===== src/rtl/alu_pipeline_pkg.sv =====
// alu_pipeline_pkg
//   Shared definitions for the chunked ALU pipeline: operation codes, chunk
//   geometry helpers, the carry seed fed into chunk 0, and the functions that
//   turn the final chunk state into cout/flag.
package alu_pipeline_pkg;

  typedef enum logic [2:0] {
    OP_ADD   = 3'd0,
    OP_SUB   = 3'd1,
    OP_NOTEQ = 3'd2,
    OP_GE    = 3'd3,
    OP_INC   = 3'd4,
    OP_DEC   = 3'd5,
    OP_ADD6  = 3'd6,
    OP_ADD7  = 3'd7
  } op_e;

  function automatic int chunk_count(input int width, input int alu_width);
    return (width + alu_width - 1) / alu_width;
  endfunction

  function automatic int last_chunk_w(input int width, input int alu_width);
    return width - (chunk_count(width, alu_width) - 1) * alu_width;
  endfunction

  // Every op is an addition x + y + c; SUB/GE/INC need c=1 (two's complement
  // of b, or +1), DEC adds all-ones with c=0, ADD takes the external carry.
  function automatic logic carry_seed(input op_e op, input logic cin);
    logic c;
    case (op)
      OP_SUB, OP_GE, OP_INC: c = 1'b1;
      OP_DEC, OP_NOTEQ:      c = 1'b0;
      default:               c = cin;
    endcase
    return c;
  endfunction

  function automatic logic final_cout(input op_e op, input logic carry);
    return (op == OP_NOTEQ) ? 1'b0 : carry;
  endfunction

  // For GE the chained carry of a + ~b + 1 is exactly "no borrow", i.e. a>=b.
  function automatic logic final_flag(input op_e op, input logic carry,
                                      input logic zero, input logic ne);
    logic f;
    case (op)
      OP_NOTEQ: f = ne;
      OP_GE:    f = carry;
      default:  f = zero;
    endcase
    return f;
  endfunction

endpackage


===== src/rtl/alu_pipeline_stage.sv =====
// alu_pipeline_stage
//   One chunk of the pipelined ALU: a DATA_W-bit ripple adder on the chunk
//   operands plus the registers carrying valid, op, carry, running zero and
//   running inequality state into the next chunk.
//   Ports:
//     clk, rst      clock, synchronous active-high reset
//     en            pipeline advance (low = hold everything)
//     vld_in/op_in  transaction valid and op arriving at this chunk
//     carry_in, zero_in, ne_in   chained state from the previous chunk
//     a_chunk, b_chunk           skewed operand chunk for this stage
//     vld_out..sum_out           registered state for the next chunk/output
module alu_pipeline_stage
  import alu_pipeline_pkg::*;
#(
  parameter int DATA_W = 4
) (
  input  logic              clk,
  input  logic              rst,
  input  logic              en,
  input  logic              vld_in,
  input  op_e               op_in,
  input  logic              carry_in,
  input  logic              zero_in,
  input  logic              ne_in,
  input  logic [DATA_W-1:0] a_chunk,
  input  logic [DATA_W-1:0] b_chunk,
  output logic              vld_out,
  output op_e               op_out,
  output logic              carry_out,
  output logic              zero_out,
  output logic              ne_out,
  output logic [DATA_W-1:0] sum_out
);

  logic [DATA_W-1:0] y;
  logic [DATA_W:0]   total;
  logic [DATA_W-1:0] sum_n;

  logic              vld_p0;
  op_e               op_p0;
  logic              carry_p0;
  logic              zero_p0;
  logic              ne_p0;
  logic [DATA_W-1:0] sum_p0;

  always_comb begin
    y = b_chunk;
    case (op_in)
      OP_SUB, OP_GE: y = ~b_chunk;
      OP_INC:        y = '0;
      OP_DEC:        y = '1;
      default:       y = b_chunk;
    endcase
    total = {1'b0, a_chunk} + {1'b0, y} + {{DATA_W{1'b0}}, carry_in};
    sum_n = total[DATA_W-1:0];
    if (op_in == OP_NOTEQ || op_in == OP_GE) begin
      sum_n = '0;
    end
  end

  // ---- stage register: chunk result and chained state ----
  always_ff @(posedge clk) begin
    if (rst) begin
      vld_p0   <= 1'b0;
      op_p0    <= OP_ADD;
      carry_p0 <= 1'b0;
      zero_p0  <= 1'b0;
      ne_p0    <= 1'b0;
      sum_p0   <= '0;
    end else if (en) begin
      vld_p0 <= vld_in;
      // Bubbles leave the data untouched so the output holds its last value.
      if (vld_in) begin
        op_p0    <= op_in;
        carry_p0 <= total[DATA_W];
        zero_p0  <= zero_in && (sum_n == '0);
        ne_p0    <= ne_in || (a_chunk != b_chunk);
        sum_p0   <= sum_n;
      end
    end
  end

  assign vld_out   = vld_p0;
  assign op_out    = op_p0;
  assign carry_out = carry_p0;
  assign zero_out  = zero_p0;
  assign ne_out    = ne_p0;
  assign sum_out   = sum_p0;

endmodule


===== src/rtl/alu_pipeline_reg.sv =====
// alu_pipeline_reg
//   Chunk-pipelined ALU (ADD, SUB, NOTEQ, GE, INC, DEC). Each ALU_WIDTH-bit
//   chunk is computed one cycle after the chunk below it; operands are skewed
//   on the way in and result chunks deskewed on the way out so a transaction
//   leaves whole, CHUNK_COUNT cycles after acceptance.
//   Ports:
//     clk, rst                 clock, synchronous active-high reset
//     in_valid/in_ready        input handshake (a, b, op, cin)
//     out_valid/out_ready      output handshake (sum, cout, flag)
//     a, b                     unsigned WIDTH-bit operands
//     op                       3-bit op code, cin carry-in for ADD
//     sum, cout, flag          result, carry/no-borrow, zero/compare flag
module alu_pipeline_reg
  import alu_pipeline_pkg::*;
#(
  parameter int WIDTH     = 15,
  parameter int ALU_WIDTH = 4
) (
  input  logic             clk,
  input  logic             rst,
  input  logic             in_valid,
  output logic             in_ready,
  input  logic [WIDTH-1:0] a,
  input  logic [WIDTH-1:0] b,
  input  logic [2:0]       op,
  input  logic             cin,
  output logic             out_valid,
  input  logic             out_ready,
  output logic [WIDTH-1:0] sum,
  output logic             cout,
  output logic             flag
);

  localparam int CC     = chunk_count(WIDTH, ALU_WIDTH);
  localparam int LAST_W = last_chunk_w(WIDTH, ALU_WIDTH);

  logic          en;
  op_e           op_in;
  logic [CC-1:0] vld_s;
  logic [CC-1:0] carry_s;
  logic [CC-1:0] zero_s;
  logic [CC-1:0] ne_s;
  op_e           op_s [CC];

  // A stalled output freezes the whole pipeline, so one enable serves all.
  assign in_ready = !(out_valid && !out_ready);
  assign en       = in_ready;
  assign op_in    = op_e'(op);

  for (genvar k = 0; k < CC; k++) begin : g_chunk
    localparam int CW  = (k == CC - 1) ? LAST_W : ALU_WIDTH;
    localparam int LSB = k * ALU_WIDTH;
    localparam int DS  = CC - 1 - k;

    logic [CW-1:0] a_k;
    logic [CW-1:0] b_k;
    logic [CW-1:0] sum_k;
    logic          vld_i;
    logic          carry_i;
    logic          zero_i;
    logic          ne_i;
    op_e           op_i;

    if (k == 0) begin : g_head
      assign a_k     = a[LSB +: CW];
      assign b_k     = b[LSB +: CW];
      assign vld_i   = in_valid;
      assign op_i    = op_in;
      assign carry_i = carry_seed(op_in, cin);
      assign zero_i  = 1'b1;
      assign ne_i    = 1'b0;
    end else begin : g_body
      logic [CW-1:0] a_skew [k];
      logic [CW-1:0] b_skew [k];

      // ---- input skew: chunk k operands wait k cycles ----
      always_ff @(posedge clk) begin
        if (en) begin
          a_skew[0] <= a[LSB +: CW];
          b_skew[0] <= b[LSB +: CW];
          for (int j = 1; j < k; j++) begin
            a_skew[j] <= a_skew[j-1];
            b_skew[j] <= b_skew[j-1];
          end
        end
      end

      assign a_k     = a_skew[k-1];
      assign b_k     = b_skew[k-1];
      assign vld_i   = vld_s[k-1];
      assign op_i    = op_s[k-1];
      assign carry_i = carry_s[k-1];
      assign zero_i  = zero_s[k-1];
      assign ne_i    = ne_s[k-1];
    end

    alu_pipeline_stage #(
      .DATA_W (CW)
    ) u_stage (
      .clk       (clk),
      .rst       (rst),
      .en        (en),
      .vld_in    (vld_i),
      .op_in     (op_i),
      .carry_in  (carry_i),
      .zero_in   (zero_i),
      .ne_in     (ne_i),
      .a_chunk   (a_k),
      .b_chunk   (b_k),
      .vld_out   (vld_s[k]),
      .op_out    (op_s[k]),
      .carry_out (carry_s[k]),
      .zero_out  (zero_s[k]),
      .ne_out    (ne_s[k]),
      .sum_out   (sum_k)
    );

    if (DS == 0) begin : g_direct
      assign sum[LSB +: CW] = sum_k;
    end else begin : g_deskew
      logic [CW-1:0] sum_dsk [DS];

      // ---- output deskew: chunk k result waits CC-1-k cycles ----
      // Each slot loads only when the transaction beside it is valid, so the
      // visible result holds through bubbles.
      always_ff @(posedge clk) begin
        if (rst) begin
          for (int j = 0; j < DS; j++) begin
            sum_dsk[j] <= '0;
          end
        end else if (en) begin
          if (vld_s[k]) begin
            sum_dsk[0] <= sum_k;
          end
          for (int j = 1; j < DS; j++) begin
            if (vld_s[k+j]) begin
              sum_dsk[j] <= sum_dsk[j-1];
            end
          end
        end
      end

      assign sum[LSB +: CW] = sum_dsk[DS-1];
    end
  end

  assign out_valid = vld_s[CC-1];
  assign cout      = final_cout(op_s[CC-1], carry_s[CC-1]);
  assign flag      = final_flag(op_s[CC-1], carry_s[CC-1], zero_s[CC-1], ne_s[CC-1]);

endmodule


===== config.mk =====
export PLATFORM = sky130hd
export DESIGN_NAME = alu_pipeline_reg
export DESIGN_NICKNAME = d
export VERILOG_FILES = /design/src/rtl/alu_pipeline_pkg.sv /design/src/rtl/alu_pipeline_stage.sv /design/src/rtl/alu_pipeline_reg.sv
export SDC_FILE = /design/constraint.sdc
export NUM_CORES = 1
export LEC_CHECK = 0
export ABC_CLOCK_PERIOD_IN_PS = 5800
export CORE_MARGIN = 8
export CORE_UTILIZATION = 45
export DETAILED_ROUTE_END_ITERATION = 6
export HOLD_SLACK_MARGIN = 0.05
export PLACE_DENSITY = 0.65
export REMOVE_ABC_BUFFERS = 1
export SKIP_CTS_REPAIR_TIMING = 1
export SLEW_MARGIN = 25
export SYNTH_ARGS = -nofsm -noshare
export SYNTH_HDL_FRONTEND = slang
export SYNTH_HIERARCHICAL = 1
export SYNTH_SLANG_ARGS = --single-unit

===== constraint.sdc =====
create_clock -name clk -period 5.8 [get_ports clk]
set_input_delay 0.58 -clock clk [delete_from_list [all_inputs] [get_ports clk]]
set_output_delay 0.58 -clock clk [all_outputs]
set_load 0.05 [all_outputs]

==> impl_metrics.ini, run 1 <==
[outcome]
outcome = finished clean

[logic_synthesis]
synthCells = 453
yosysWarningCount = 6
yosys.cell_count.top_type = edfxtp_1
synth_cell_types = 50
ys.flop_type = edfxtp_1
synth_top_area_share = 0.3687
ys_seq_area_frac = 0.5289
synth_area_um2 = 5375
async_reset_ff_frac = 0
ys_top_cells_by_area = edfxtp_1, dfxtp_1, nor4b_2
synth_top_area_cell = edfxtp_1
synthTopCellsByCount = edfxtp_1, dfxtp_1, nor2_1, nand2_1, a21oi_1
avgSynthCellArea_um2 = 11.87
synth-edff-count = 66
ys_seq_elements = 109

[power]
p_leak_nw = 2.255
power.density_nw_per_um2 = 284.5
ir_drop_mv = 0.1553

[cts]
clock_latency_ns = 0.34
numCtsBuffers = 9
clockRootBuffer = clkbuf_16
cts_sinks = 109
cts_buffer_depth = 2
cts_tree = built
htreeDepth = 3
clkTransAtPathRegs_ns = 0.07

[floorplan]
die_h_um = 125.3
start_util = 0.4551
core-area_um2 = 11810
core.rowCount = 40
dieWidth_um = 125.3
die-area_um2 = 15700
io_pins = 57

[sta]
finalMaxSlewViolations = 0
max_slew_margin = 0.4602
min_period_over_period = 0.5890
tightest_slew_ns = 0.8096
skew_ns = 0.009521
tns_ns = 0
period_needed_ns = 3.416
setup_ws_ns = 2.384
fmaxAchievable_mhz = 292.7
hold_slack_ns = 0.4087
setup_viol = 0
hold_viol = 0
rsz0062_at_grt = false

[worst_hold_path]
hold_start = g_chunk[3].g_body.b_skew[0][4]
hold_class = flop to flop

[critical_path]
cpPeakStageDelay_ns = 0.81
cp-end-kind = output pin
crit_chain = clkdlybuf4s50_1 > nor2b_4 > inv_2 > clkdlybuf4s50_1
startpoint = out_ready
path_class = primary input to output pin
crit_top_cell = clkdlybuf4s50_1
worstReg2RegStart = g_chunk[3].u_stage/vld_out
arrival_ns = 2.84
crit_required_ns = 5.22
crit_fanout = 30
crit_slowest_cell = clkdlybuf4s50_1
cp-start-kind = primary input

[drt]
ant_nets = 0
via_per_inst = 5.140
drt-initial-drc-count = 149
vias = 3300
routedWlPerCell_um = 14.26
drtPass1Iterations = 6
post-route-drc-count = 0
routed_wl_um = 9156

[run]
maxCapViolations = 0

[cells_and_area]
nNetsFinal = 547
n_antenna_cell = 0
final_cells = 642
drive_gt1_frac = 0.1131
syn2layout_area_growth_pct = 15.39

[placed_design]
hpwl_um = 6439
placed_cells = 626
pre_cts_ws_ns = 2.353
portBuffers = 56
gp_congestion = 0.8050

[global_route]
grt_max_degree = 72
grt_use_total = 0.1231
grt_pass1_vias = 3355
grt_overflow_total = 0
grt_pass1_wl_um = 15990
antenna_found_initial = 0
-- per-stage QoR --
| stage | utilization | instance area, um2 | total power [mW] |
|---|---|---|---|
| after floorplan | - | 5134 | 1.053 |
| after global placement | 0.4985 | 5888 | 1.132 |
| after detailed placement | 0.4985 | 5888 | 1.139 |
| after CTS | 0.5251 | 6202 | 1.782 |
| after global routing | 0.5251 | 6202 | 1.846 |
| final | 0.5251 | 6202 | 1.764 |
-- power by group --
group | leakage (nW) | switching, mW | internal [mW]
Clock | 0.151 | 0.265 | 0.378
Combinational | 1.06 | 0.124 | 0.109
Sequential | 1.05 | 0.0269 | 0.863
Total | 2.26 | 0.415 | 1.35
-- kinds of logic after synthesis --
group,after synthesis,share of synthesized area
buf+inv,54,0.06029
mux,17,0.03212
compound gates,83,0.1075
xor+xnor,22,0.03585
flops,109,0.5289
fa+ha+maj,19,0.05540
simple gates,147,0.1785
other cells,2,0.001397
-- routing by layer --
layer | wire length (um) | GRT usage | vias to the layer above
met5 | 0 | 0 | -
met4 | 161 | 0.06232 | 0
met3 | 283 | 0.02210 | 10
met2 | 4202 | 0.1886 | 59
met1 | 4508 | 0.1639 | 1526
li1 | - | - | 1705
-- area by class of cell --
type	count	area [um2]
clock inverters	6	85.08
well taps	147	183.9
repair buffers	58	570.5
fillers	1019	5609
clock buffers	10	229.0
multi-input cells	291	2212
flip-flops and latches	109	2843
inverters	21	78.83
-- path summary, 6_finish.rpt --
kind / endpoint / cells past startpoint / slack (ns)
max: in_ready / 4 / 2.38
min reg2reg: g_chunk[3].g_body.b_skew[0][7] / 0 / 0.41
max reg2reg: g_chunk[2].u_stage/sum_out[2] / 7 / 3.17
min: g_chunk[3].g_body.b_skew[0][7] / 0 / 0.41
-- cells in the final DEF, fill, tap and decap left out, types with 4 or more instances in the layout --
cell / netlist / layout
nor2b_2: 5 / 5
nand2b_1: 7 / 7
nor4b_1: 4 / 4
and4b_1: 4 / 4
clkbuf_16: 0 / 9
a211oi_1: 4 / 4
edfxtp_1: 66 / 66
xor2_1: 19 / 19
a2bb2oi_1: 6 / 6
o21ai_0: 9 / 9
a221o_1: 4 / 4
inv_1: 18 / 18
a221oi_1: 8 / 8
ha_1: 11 / 11
nand2_1: 34 / 34
a21o_1: 5 / 5
a21oi_1: 29 / 29
a32o_1: 4 / 4
nor2b_1: 6 / 6
nor2_1: 37 / 37
fa_1: 8 / 8
and3_1: 4 / 4
nor4b_2: 16 / 16
clkdlybuf4s50_1: 0 / 55
nor3_1: 6 / 6
dfxtp_1: 43 / 43
mux2i_1: 15 / 15
-- sequential cells by signal, indices dropped and copies added, names as in the netlist --
name and cells:
g_chunk.g_body.a_skew 21, g_chunk.g_body.b_skew 21, g_chunk.g_deskew.sum_dsk 24, g_chunk.u_stage/carry_out 4, g_chunk.u_stage/ne_out 4, g_chunk.u_stage/op_out 12
g_chunk.u_stage/sum_out 15, g_chunk.u_stage/vld_out 4, g_chunk.u_stage/zero_out 4
-- critical path: cells and delay by family --
family,cells,cell delay [ns]
buf+inv,3,1.69
simple gates,1,0.56
(Power assumes the default switching activity.)
==> inputs of run 2 (changes only) <==
Settings changed: ABC_CLOCK_PERIOD_IN_PS 5800 to 3000, PLACE_DENSITY 0.65 to 0.67.
Clock period 5.8 ns to 3 ns, I/O delays scaled along.
==> run 2 against run 1 <==
Net effect:
- utilization increased by 0.44 points
- final area increased by 0.85%
- power increased by 90%
- first-iteration DRC count increased by 51%
- critical path depth increased by 4
- critical endpoint is now g_chunk[0].u_stage/zero_out
- sequential share of layout area decreased by 0.39 points
- via count increased by 3.3%
- sequential cell count unchanged
- clock power increased by 84%
==> impl_metrics.ini, run 2 (synthesis gave the netlist of run 1 again) <==
[drt]
m1WireLength_um = 4356
vias = 3410
drt-initial-drc-count = 225
ant_nets = 0
post-route-drc-count = 0
routed_wl_um = 9332
wl_met3_um = 336
top_layer = met4
met2_length_um = 4461
drtPass1Iterations = 4
via_per_inst = 5.246
routedWlPerCell_um = 14.36

[floorplan]
dieWidth_um = 125.3
core-area_um2 = 11810
start_util = 0.4551
die_h_um = 125.3
io_pins = 57
die-area_um2 = 15700
core.rowCount = 40

[global_route]
grt_max_degree = 44
grt_overflow_total = 0
grt_pass1_wl_um = 16130
grt_pass1_vias = 3403
grt_use_total = 0.1235
antenna_found_initial = 0

[cells_and_area]
fin_area_um2 = 6255
regMostFlops = g_chunk.g_deskew.sum_dsk
layout_common_cells = edfxtp_1, clkdlybuf4s50_1, dfxtp_1, nor2_1, nand2_1
final_common_cell = edfxtp_1
n_antenna_cell = 0
final_core_util = 0.5296
nNetsFinal = 555
syn2layout_area_growth_pct = 16.36
drive_gt1_frac = 0.1272
largest_reg_flops = 24
largestRegisters = g_chunk.g_deskew.sum_dsk (24), g_chunk.g_body.a_skew (21), g_chunk.g_body.b_skew (21)

[critical_path]
arrival_ns = 2.94
crit_fanout = 6
startpoint = op[0]
crit_required_ns = 3.26
path_class = primary input to flop
worstReg2RegStart = g_chunk[1].u_stage/op_out[0]
cp-end-kind = flop
cp-start-kind = primary input

[sta]
fmaxAchievable_mhz = 372.8
period_needed_ns = 2.683
skew_ns = 0.005467
finalMaxSlewViolations = 0
tightest_slew_ns = 0.7686
setup_viol = 0
setup_ws_ns = 0.3173
max_slew_margin = 0.4876
rsz0062_at_grt = false
min_period_over_period = 0.8942
hold_viol = 0

[outcome]
outcome = finished clean

[worst_hold_path]
hold_class = flop to flop
hold_start = g_chunk[3].g_body.b_skew[0][4]

[power]
power.density_nw_per_um2 = 537.2
ir_drop_mv = 0.3452
p_leak_nw = 2.290

[cts]
clockRootBuffer = clkbuf_16
cts_buffer_depth = 2
cts_tree = built
clkTransAtPathRegs_ns = 0.07
numCtsBuffers = 9
htreeDepth = 3
cts_sinks = 109
clock_latency_ns = 0.34

[placed_design]
hpwl_um = 6718
place_area_um2 = 5958
portBuffers = 56
pre_cts_ws_ns = -0.01181
gp_congestion = 0.8571

[run]
maxCapViolations = 0
run 2: layout make-up:
type / instances / area, um2
multi-input cells: 291 / 2212
clock buffers: 13 / 250.2
well taps: 147 / 183.9
fillers: 1020 / 5557
repair buffers: 66 / 640.6
clock inverters: 3 / 46.29
flip-flops and latches: 109 / 2843
inverters: 21 / 78.83
run 2: path summary, 6_finish.rpt:
| check | end | slack (ns) | depth (start not counted) |
|---|---|---|---|
| worst min-delay path | g_chunk[3].g_body.b_skew[0][7] | 0.42 | 0 |
| worst max-delay path | g_chunk[0].u_stage/zero_out | 0.32 | 8 |
| worst min register to register | g_chunk[3].g_body.b_skew[0][7] | 0.42 | 0 |
| worst max register to register | g_chunk[2].u_stage/zero_out | 0.39 | 7 |
run 2: layer usage:
metal  up-vias  GRT usage
li1       1720          -
met1      1611     0.1593
met2        63     0.1962
met3        16    0.02380
met4         0    0.05802
met5         -          0
run 2: through the flow:
stage	TNS [ns]	total power [mW]	hold WS, ns	instances
CTS	0	3.391	0.4181	650
global route	0	3.528	0.4258	650
global placement	0	2.194	0.4010	634
detailed placement	-0.01181	2.212	0.4052	634
floorplan	0	2.036	0.3691	421
finish	0	3.360	0.4176	650
run 2: power breakdown:
group / total, mW / switching, mW / internal [mW]
Sequential: 1.72 / 0.0485 / 1.67
Combinational: 0.461 / 0.244 / 0.217
Clock: 1.18 / 0.508 / 0.675
Total: 3.36 / 0.800 / 2.56
run 2: worst max-delay path, stage by stage:
cell and delay (ns):
clkdlybuf4s50_1 0.50, nor2b_2 0.23, a221o_1 0.38, fa_1 0.48, fa_1 0.52, nand4_1 0.07
or3_1 0.34, o22ai_1 0.13
==> inputs of run 3 (changes only) <==
Settings changed: GPL_TIMING_DRIVEN set to 0.
==> run 3 against run 2 <==
Net effect:
- clock power shrank 5%
- final area shrank 0.78%
- final cell count is 1.2% lower
- sequential cell count stayed put
- sequential power barely moved
- sequential share of layout area grew 0.36 points
- largest cell class unchanged
- highest routed layer unchanged
==> impl_metrics.ini, run 3 (synthesis gave the netlist of run 1 again) <==
[outcome]
outcome = finished clean

[power]
clockPowerShare = 0.341
total_power_mw = 3.295
power.density_nw_per_um2 = 530.9
p_comb_frac = 0.137
p_leak_nw = 2.271
internal-power_mw = 2.490
switching_share = 0.2442
p_seq_frac = 0.522
ir_drop_mv = 0.2741
switching_power_mw = 0.8045

[floorplan]
core.rowCount = 40
io_pins = 57
start_util = 0.4551
die_h_um = 125.3
core-area_um2 = 11810
dieWidth_um = 125.3
die-area_um2 = 15700

[drt]
ant_nets = 0
post-route-drc-count = 0
wl_met3_um = 336
via_per_inst = 5.269
drt-initial-drc-count = 221
top_layer = met4
vias = 3383
m1WireLength_um = 4192
drtPass1Iterations = 4
routedWlPerCell_um = 14.48
routed_wl_um = 9295
met2_length_um = 4673

[cts]
numCtsBuffers = 9
cts_buffer_depth = 2
cts_tree = built
clkTransAtPathRegs_ns = 0.07
htreeDepth = 3
cts_sinks = 109
clock_latency_ns = 0.34
clockRootBuffer = clkbuf_16

[sta]
setup_viol = 0
period_needed_ns = 2.788
min_period_over_period = 0.9293
rsz0062_at_grt = false
finalMaxSlewViolations = 0
skew_ns = 0.004798
tns_ns = 0
fmaxAchievable_mhz = 358.7
tightest_slew_ns = 0.7199
hold_viol = 0
max_slew_margin = 0.5200

[cells_and_area]
syn2layout_area_growth_pct = 15.46
final_common_cell = edfxtp_1
largest_reg_flops = 24
layout_common_cells = edfxtp_1, clkdlybuf4s50_1, dfxtp_1, nor2_1, nand2_1
n_antenna_cell = 0
final_cells = 642
fin_area_um2 = 6206
regMostFlops = g_chunk.g_deskew.sum_dsk
nFillCells = 1036
drive_gt1_frac = 0.1152
largestRegisters = g_chunk.g_deskew.sum_dsk (24), g_chunk.g_body.a_skew (21), g_chunk.g_body.b_skew (21)
nNetsFinal = 547

[critical_path]
worstReg2RegStart = g_chunk[0].u_stage/op_out[2]
crit_slowest_cell = clkdlybuf4s50_1
cpPeakStageDelay_ns = 0.93
cp-start-kind = primary input
cp-end-kind = output pin
crit_top_cell = clkdlybuf4s50_1
r2r_cells = 7
r2r-end = g_chunk[1].u_stage/zero_out
path_class = primary input to output pin
crit_chain = clkdlybuf4s50_1 > nor2b_4 > inv_4 > clkdlybuf4s50_1
crit_fanout = 64
crit_required_ns = 2.70
arrival_ns = 2.49
r2r_setup_slack_ns = 0.32

[global_route]
grt_pass1_wl_um = 15850
grt_pass1_vias = 3348
grt_overflow_total = 0
grt_use_total = 0.1218
grt_max_degree = 65
antenna_found_initial = 0

[worst_hold_path]
hold_class = primary input to flop
min_delay_path_depth = 2
worstHoldEndpoint = g_chunk[2].u_stage/op_out[0]
hold_start = rst

[placed_design]
gp_congestion = 0.8305
placed_cells = 625
hpwl_um = 6498
place_area_um2 = 5906
portBuffers = 56

[run]
maxCapViolations = 0
-- run 3: area by class of cell --
class | instances | area [um2] | area share
tap | 147 | 183.9 | 0.02964
sequential | 109 | 2843 | 0.4581
clock inverter | 5 | 33.78 | 0.005444
clock buffer | 11 | 252.7 | 0.04073
inverter | 21 | 81.33 | 0.01310
timing repair buffer | 57 | 590.6 | 0.09516
multi-input combinational | 292 | 2221 | 0.3579
-- run 3: power groups by stage --
stage / combinational (mW) / sequential [mW] / clock, mW
finish: 0.452 / 1.72 / 1.12
global route: 0.504 / 1.73 / 1.22
CTS: 0.455 / 1.72 / 1.15
detailed placement: 0.453 / 1.75 / 0
global placement: 0.440 / 1.75 / 0
floorplan: 0.263 / 1.77 / 0
-- run 3: how the worst max path moves through the flow --
stage / from / to / cells past startpoint
global route: op[1] / g_chunk[0].u_stage/zero_out / 8
finish: out_ready / in_ready / 4
global placement: rst / g_chunk[0].u_stage/zero_out / 5
CTS: out_ready / in_ready / 4
floorplan: g_chunk[3].u_stage/vld_out / g_chunk[2].u_stage/zero_out / 6
detailed placement: op[0] / g_chunk[0].u_stage/zero_out / 8
-- run 3: routing by layer --
metal | track usage | up-vias
met1 | 0.1539 | 1621
li1 | - | 1701
met4 | 0.04943 | 0
met5 | 0 | -
met3 | 0.02720 | 7
met2 | 0.1981 | 54
-- run 3: metrics by stage --
step           utilization  hold WS, ns  setup WS (ns)
6_report            0.5254       0.2361         0.2122
5_1_grt             0.5254       0.2388        0.09547
4_1_cts             0.5243       0.2205        0.04683
3_5_place_dp        0.5000       0.4045        -0.1873
3_3_place_gp        0.4977       0.4013        -0.6340
2_1_floorplan            -       0.3691         0.2993
-- run 3: worst max-delay path: cells and delay by family --
kind	cells	cell delay (ns)
buf+inv	3	2.00
simple gates	1	0.13
